--- src/rtl/sprite_pkg.sv ---
`default_nettype none
// ============================================================================
// Module   : sprite_pkg
// Purpose  : Shared types and helpers for the sprite scheduler.
//            - rgb444_t    : 12-bit RGB444 pixel
//            - slot_cfg_t  : per-slot configuration {en, x[9:0], y[8:0]}
//            - SCREEN_W/H  : visible raster size
//            - slot_base() : first SRAM word of a slot (i*w*h)
// Revision : 1.0 - initial release
// ============================================================================
package sprite_pkg;

    typedef logic [11:0] rgb444_t;

    typedef struct packed {
        logic       en;
        logic [9:0] x;
        logic [8:0] y;
    } slot_cfg_t;

    localparam int SCREEN_W = 640;
    localparam int SCREEN_H = 480;

    function automatic int slot_base(input int i, input int w, input int h);
        return i * w * h;
    endfunction

endpackage
`default_nettype wire

--- src/rtl/sprite_hit.sv ---
`default_nettype none
// ============================================================================
// Module   : sprite_hit
// Purpose  : Window hit test for one sprite slot plus the pixel offset
//            inside that slot's image, (y-y0)*WIDTH + (x-x0).
// Ports    : i_cfg     slot configuration (enable, top-left corner)
//            i_vga_x   current pixel column
//            i_vga_y   current pixel line
//            o_hit     slot enabled and pixel inside its window
//            o_offset  word offset inside the slot image (valid on o_hit)
// Revision : 1.0 - initial release
// ============================================================================
module sprite_hit
    import sprite_pkg::*;
#(
    parameter int WIDTH  = 64,
    parameter int HEIGHT = 32,
    parameter int OFF_W  = 13
) (
    input  slot_cfg_t        i_cfg,
    input  logic [9:0]       i_vga_x,
    input  logic [8:0]       i_vga_y,
    output logic             o_hit,
    output logic [OFF_W-1:0] o_offset
);

    // Window ends carry one extra bit so a slot parked near 1023/511
    // never wraps around and matches pixels at the left/top edge.
    logic [10:0] w_x_end;
    logic [9:0]  w_y_end;
    logic [9:0]  w_dx;
    logic [8:0]  w_dy;

    assign w_x_end = {1'b0, i_cfg.x} + 11'(WIDTH);
    assign w_y_end = {1'b0, i_cfg.y} + 10'(HEIGHT);

    assign o_hit = i_cfg.en
                && (i_vga_x >= i_cfg.x) && ({1'b0, i_vga_x} < w_x_end)
                && (i_vga_y >= i_cfg.y) && ({1'b0, i_vga_y} < w_y_end);

    assign w_dx = i_vga_x - i_cfg.x;
    assign w_dy = i_vga_y - i_cfg.y;

    assign o_offset = OFF_W'(w_dy) * OFF_W'(WIDTH) + OFF_W'(w_dx);

endmodule
`default_nettype wire

--- src/rtl/sprite_scheduler.sv ---
`default_nettype none
// ============================================================================
// Module   : sprite_scheduler
// Purpose  : Shares one synchronous image SRAM between NUM_SPRITES fixed-size
//            sprite windows. Per pixel it picks the lowest-index enabled slot
//            covering (vga_x, vga_y), issues its SRAM address and returns a
//            color/color_on pair two clocks after the coordinates.
//            Slot config is double-buffered: writes land in a pending copy
//            that is copied to the active copy on frame_start.
// Ports    : clk, rst_n            pixel clock, async active-low reset
//            vga_x, vga_y          raster position
//            frame_start           start of vertical blank (config apply)
//            cfg_we/sel/en/x/y     slot config write
//            ram_addr, ram_data    SRAM read port (data one clock later)
//            color_on, color       pixel output (color=0 when color_on=0)
//            hit_id                winning slot (0 when no hit)
// Options  : SPRITE_TRANSPARENCY_EN - pixels equal to TKEY are suppressed
//            (color_on=0, color=0, hit_id=0); no fall-through to lower
//            priority slots.
// Revision : 1.0 - initial release
// ============================================================================
module sprite_scheduler
    import sprite_pkg::*;
#(
    parameter int                    NUM_SPRITES = 4,
    parameter int                    WIDTH       = 64,
    parameter int                    HEIGHT      = 32,
    parameter int                    ADDR_WIDTH  = 13,
    parameter int                    DATA_WIDTH  = 12,
    parameter logic [DATA_WIDTH-1:0] TKEY        = 12'hF0F
) (
    input  logic                           clk,
    input  logic                           rst_n,
    input  logic [9:0]                     vga_x,
    input  logic [8:0]                     vga_y,
    input  logic                           frame_start,
    input  logic                           cfg_we,
    input  logic [$clog2(NUM_SPRITES)-1:0] cfg_sel,
    input  logic                           cfg_en,
    input  logic [9:0]                     cfg_x,
    input  logic [8:0]                     cfg_y,
    output logic [ADDR_WIDTH-1:0]          ram_addr,
    input  logic [DATA_WIDTH-1:0]          ram_data,
    output logic                           color_on,
    output logic [DATA_WIDTH-1:0]          color,
    output logic [$clog2(NUM_SPRITES)-1:0] hit_id
);

    localparam int c_SEL_W = $clog2(NUM_SPRITES);

`ifdef SPRITE_TRANSPARENCY_EN
    localparam logic c_TRANSP_EN = 1'b1;
`else
    localparam logic c_TRANSP_EN = 1'b0;
`endif

    slot_cfg_t pending_q [NUM_SPRITES];
    slot_cfg_t pending_d [NUM_SPRITES];
    slot_cfg_t active_q  [NUM_SPRITES];
    slot_cfg_t active_d  [NUM_SPRITES];

    logic [ADDR_WIDTH-1:0] ram_addr_q, ram_addr_d;
    logic                  hit1_q, hit1_d;
    logic [c_SEL_W-1:0]    id1_q, id1_d;
    logic                  color_on_q, color_on_d;
    logic [c_SEL_W-1:0]    hit_id_q, hit_id_d;

    logic [NUM_SPRITES-1:0] w_hit;
    logic [ADDR_WIDTH-1:0]  w_offset [NUM_SPRITES];
    logic                   w_any;
    logic [c_SEL_W-1:0]     w_id;
    logic [ADDR_WIDTH-1:0]  w_addr;
    logic                   w_key;

    generate
        for (genvar gi = 0; gi < NUM_SPRITES; gi++) begin : g_slot
            sprite_hit #(
                .WIDTH  (WIDTH),
                .HEIGHT (HEIGHT),
                .OFF_W  (ADDR_WIDTH)
            ) u_hit (
                .i_cfg    (active_q[gi]),
                .i_vga_x  (vga_x),
                .i_vga_y  (vga_y),
                .o_hit    (w_hit[gi]),
                .o_offset (w_offset[gi])
            );
        end
    endgenerate

    // Walk from the lowest priority upward so the last assignment made is
    // the lowest-index hitting slot.
    always_comb begin
        w_any  = 1'b0;
        w_id   = '0;
        w_addr = '0;
        for (int i = NUM_SPRITES - 1; i >= 0; i--) begin
            if (w_hit[i]) begin
                w_any  = 1'b1;
                w_id   = c_SEL_W'(i);
                w_addr = ADDR_WIDTH'(slot_base(i, WIDTH, HEIGHT)) + w_offset[i];
            end
        end
    end

    // frame_start copies the pending values as they were before any write
    // in the same cycle, so a coincident write waits for the next frame.
    always_comb begin
        pending_d = pending_q;
        active_d  = active_q;
        if (frame_start) begin
            active_d = pending_q;
        end
        if (cfg_we) begin
            pending_d[cfg_sel] = '{en: cfg_en, x: cfg_x, y: cfg_y};
        end
    end

    always_comb begin
        ram_addr_d = w_any ? w_addr : ram_addr_q;
        hit1_d     = w_any;
        id1_d      = w_id;
        color_on_d = hit1_q;
        hit_id_d   = id1_q;
    end

    always_ff @(posedge clk or negedge rst_n) begin
        if (!rst_n) begin
            for (int i = 0; i < NUM_SPRITES; i++) begin
                pending_q[i] <= '0;
                active_q[i]  <= '0;
            end
            ram_addr_q <= '0;
            hit1_q     <= 1'b0;
            id1_q      <= '0;
            color_on_q <= 1'b0;
            hit_id_q   <= '0;
        end else begin
            pending_q  <= pending_d;
            active_q   <= active_d;
            ram_addr_q <= ram_addr_d;
            hit1_q     <= hit1_d;
            id1_q      <= id1_d;
            color_on_q <= color_on_d;
            hit_id_q   <= hit_id_d;
        end
    end

    assign ram_addr = ram_addr_q;
    assign w_key    = c_TRANSP_EN && (ram_data == TKEY);
    assign color_on = color_on_q && !w_key;
    assign color    = color_on ? ram_data : '0;
    assign hit_id   = color_on ? hit_id_q : '0;

endmodule
`default_nettype wire
--- config.mk ---
export PLATFORM = sky130hd
export DESIGN_NAME = sprite_scheduler
export DESIGN_NICKNAME = d
export VERILOG_FILES = /design/src/rtl/sprite_pkg.sv /design/src/rtl/sprite_hit.sv /design/src/rtl/sprite_scheduler.sv
export SDC_FILE = /design/constraint.sdc
export NUM_CORES = 1
export LEC_CHECK = 0
export ABC_AREA = 1
export CORE_MARGIN = 2
export CORE_UTILIZATION = 25
export DETAILED_ROUTE_END_ITERATION = 12
export PLACE_DENSITY = 0.36
export RECOVER_POWER = 50
export SLEW_MARGIN = 10
export SYNTH_ARGS = -nofsm -noshare
export SYNTH_HDL_FRONTEND = slang
export SYNTH_SLANG_ARGS = --single-unit
--- constraint.sdc ---
create_clock -name clk -period 4 [get_ports clk]
set_input_delay 0.8 -clock clk [delete_from_list [all_inputs] [get_ports clk]]
set_output_delay 0.8 -clock clk [all_outputs]
set_load 0.01 [all_outputs]
==> metrics.cfg <==
[status]
violations = capacitance limit, slew limit
run_status = finished, violations left

[sta]
slew_violations = 163
rsz0062_at_grt = false
min_period_ns = 3.731
clock.fmax_mhz = 268.0
skew_ns = 0.02018
finalSetupTns_ns = 0
timing.hold.ws_ns = 0.3546
setup_viol = 0
worst_pin_slew_ns = 2.240
relSlewSlack = -0.4932
finalHoldViolCount = 0
period_share = 0.9327

[synth]
yosys_register_bits = 179
synthXorXnorAreaFrac = 0.05129
synth-edff-count = 0
yosysWarnings = 0
syn_avg_cell_area_sq_um = 7.718
synthAdderAreaFrac = 0.1539
synth_top_family_by_area = simple AND/OR/NAND/NOR gates
synth_ff_type = dfrtp_1
synth_nets = 1794
synth_compound_area_frac = 0.1241
postSynthCellCount = 1593
synthMuxAreaShare = 0.01099
synth-simple-area-share = 0.2127
synth_area_sq_mm = 0.01229
synth_seq_area_share = 0.3643
async_flop_share = 1.000
synth_cell_types = 42

[place]
portBuffers = 84
dpl_cell_area_sq_mm = 0.01493
dp.cells = 2443
dp_hpwl_mm = 31.28
gp_congestion = 0.8060

[critical_path]
worst_r2r_endpoint = ram_addr[12]
crit_end = ram_addr[12]
cp-startpoint = vga_x[0]
critical_path_buf_inv_count = 6
reg2regPathDepth = 19
crit_type = in -> reg
crit_family = adder cells
slowest_delay_ns = 0.47
worst-path-stages = 22
end_kind = flip-flop
worst_path_max_delay_cell = clkdlybuf4s50_1
reg2reg_slack_ns = 0.70
cp.required_ns = 4.40
crit_fanout = 3
r2r-start = active_q[73]
path_cells = clkdlybuf4s50_1 -> inv_1 -> buf_4 -> ha_1 -> fa_2 -> inv_1 -> a21oi_1 -> xor2_1 -> ha_1 -> inv_1 -> fa_1 -> inv_1 -> a21oi_1 -> nor2_1 -> nor2_1 -> or2_2 -> nand2_1 -> xor2_1 -> nand2_1 -> nand2_1 -> nand2_1 -> nand3_1
arrival_ns = 4.13
crit_path_start_kind = input port

[drt]
dr_wl_met3_um = 960
firstDrtPassIters = 5
viasPerCell = 4.342
wl_per_cell_um = 15.88
met1_length_mm = 21.04
routed_wl_mm = 39.34
wl_met2_mm = 16.89
drt_iter0_drc = 629
top_layer = met4
num_vias = 10755
post-route-drc-count = 0
postRouteAntennaNets = 0

[layout]
final_common_cell = nand2_1
fin_cells = 2477
fillers = 5263
seqCellArea_sq_mm = 0.004479
layout_common_cells = nand2_1 (421), inv_1 (219), dfrtp_1 (179), o21ai_0 (174), buf_4 (137)
fin_area_sq_mm = 0.01553
multi_input_area_sq_mm = 0.006834
fin_nets = 2000
areaGrowthSynthToFinish_pct = 26.35
final_layout_size_suffix_gt1_frac = 0.1164

[global_routing]
track_usage = 0.1596
grt_overflow_total = 0
grt_pass1_wl_mm = 61.24
antenna_found_initial = 0
grt_pass1_vias = 10582
grt_start_max_net_pins = 83

[pwr]
pwr_density_cell_mw_per_mm2 = 497.3
ir_drop_uv = 263.3
total_power_mw = 7.725
leakage_nw = 7.789

[cts]
clockBufferDepth = 2
path_clk_slew_ns = 0.07
cts_tree = built
cts-buffers-inserted = 17
clk-insertion-delay-late_ns = 0.47
numClockSinks = 179
root_buffer = clkbuf_16
cts_hold_buf = 0
htreeDepth = 4

[floorplanning]
rows = 81
fp.dieW_um = 225.8
num_io_pins = 85
die_area_sq_mm = 0.05097
die_h_um = 225.8
core-area_sq_mm = 0.04875
start_util = 0.2522

[flow_run]
drv_cap = 2

[worst_hold_path]
hold_class = reg -> reg

[cells in the mapped netlist (6+ instances only)]
master,count,area share
nor2_1,81,0.025
mux2_2,12,0.011
fa_1,12,0.020
nand3_1,89,0.036
nor3_1,6,0.0024
a31oi_1,7,0.0036
dfrtp_1,179,0.36
clkbuf_1,35,0.011
inv_1,219,0.067
xor2_1,47,0.033
nand2_1,421,0.13
o21ai_1,13,0.0053
a21oi_1,69,0.028
ha_1,132,0.13
xnor2_1,25,0.018
nand4_1,16,0.0081
o21ai_0,175,0.071
[metrics by stage]
| stage | utilization | setup slack (ns) |
|---|---|---|
| floorplan | - | 0.4434 |
| global placement | 0.3062 | -0.4136 |
| detailed placement | 0.3062 | -0.4595 |
| CTS | 0.3186 | 0.01011 |
| global route | 0.3186 | 0.01054 |
| finish | 0.3187 | 0.2692 |
[routing by layer]
metal	vias to the layer above	track usage
li1	5566	-
met1	5046	0.2359
met2	122	0.2438
met3	21	0.02173
met4	0	0.03845
met5	-	0
[power by group]
group | internal [mW] | switching, mW
logic | 1.63 | 1.92
registers | 2.14 | 0.223
clock network | 0.995 | 0.817
[worst min path at each step]
stage / start / endpoint / slack (ns) / cells after the start
after global placement: hit_id_d[1] / hit_id_q[1] / 0.33 / 0
after detailed placement: hit_id_d[0] / hit_id_q[0] / 0.34 / 0
after CTS: hit_id_d[0] / hit_id_q[0] / 0.36 / 0
after floorplan: color_on_d / color_on / 0.33 / 0
after global routing: color_on_d / color_on / 0.37 / 0
final: hit_id_d[0] / hit_id_q[0] / 0.35 / 0
[logic make-up after synthesis]
| logic type | after synthesis |
|---|---|
| flip-flops | 179 |
| buffers and inverters | 264 |
| adder cells (fa/ha/maj) | 144 |
| XOR/XNOR | 72 |
| AND/OR/NAND/NOR | 633 |
| multiplexers | 12 |
| AO/OA/AOI/OAI | 289 |
[sequential cells by signal, summed over array words and instances (netlist names)]
| name | flops |
|---|---|
| ram_addr | 13 |
| hit_id_q | 2 |
| active_q | 80 |
| color_on_d | 1 |
| pending_q | 80 |
| color_on | 1 |
| hit_id_d | 2 |
[area by class of cell]
class	instances	area share
multi-input combinational	1150	0.4400
sequential	179	0.2884
timing repair buffer	229	0.1255
inverter	222	0.05364
tap	664	0.05348
clock buffer	18	0.02763
clock inverter	14	0.01128
antenna	1	0.0001611
[repair_timing]
item | in CTS | in global routing
endpoints found under the hold margin | 0 | 0
endpoints found under the setup margin | 0 | 4
setup buffers | 0 | 1
gates resized for setup | 0 | 12
Note: power is estimated with default switching activity, not from simulation.
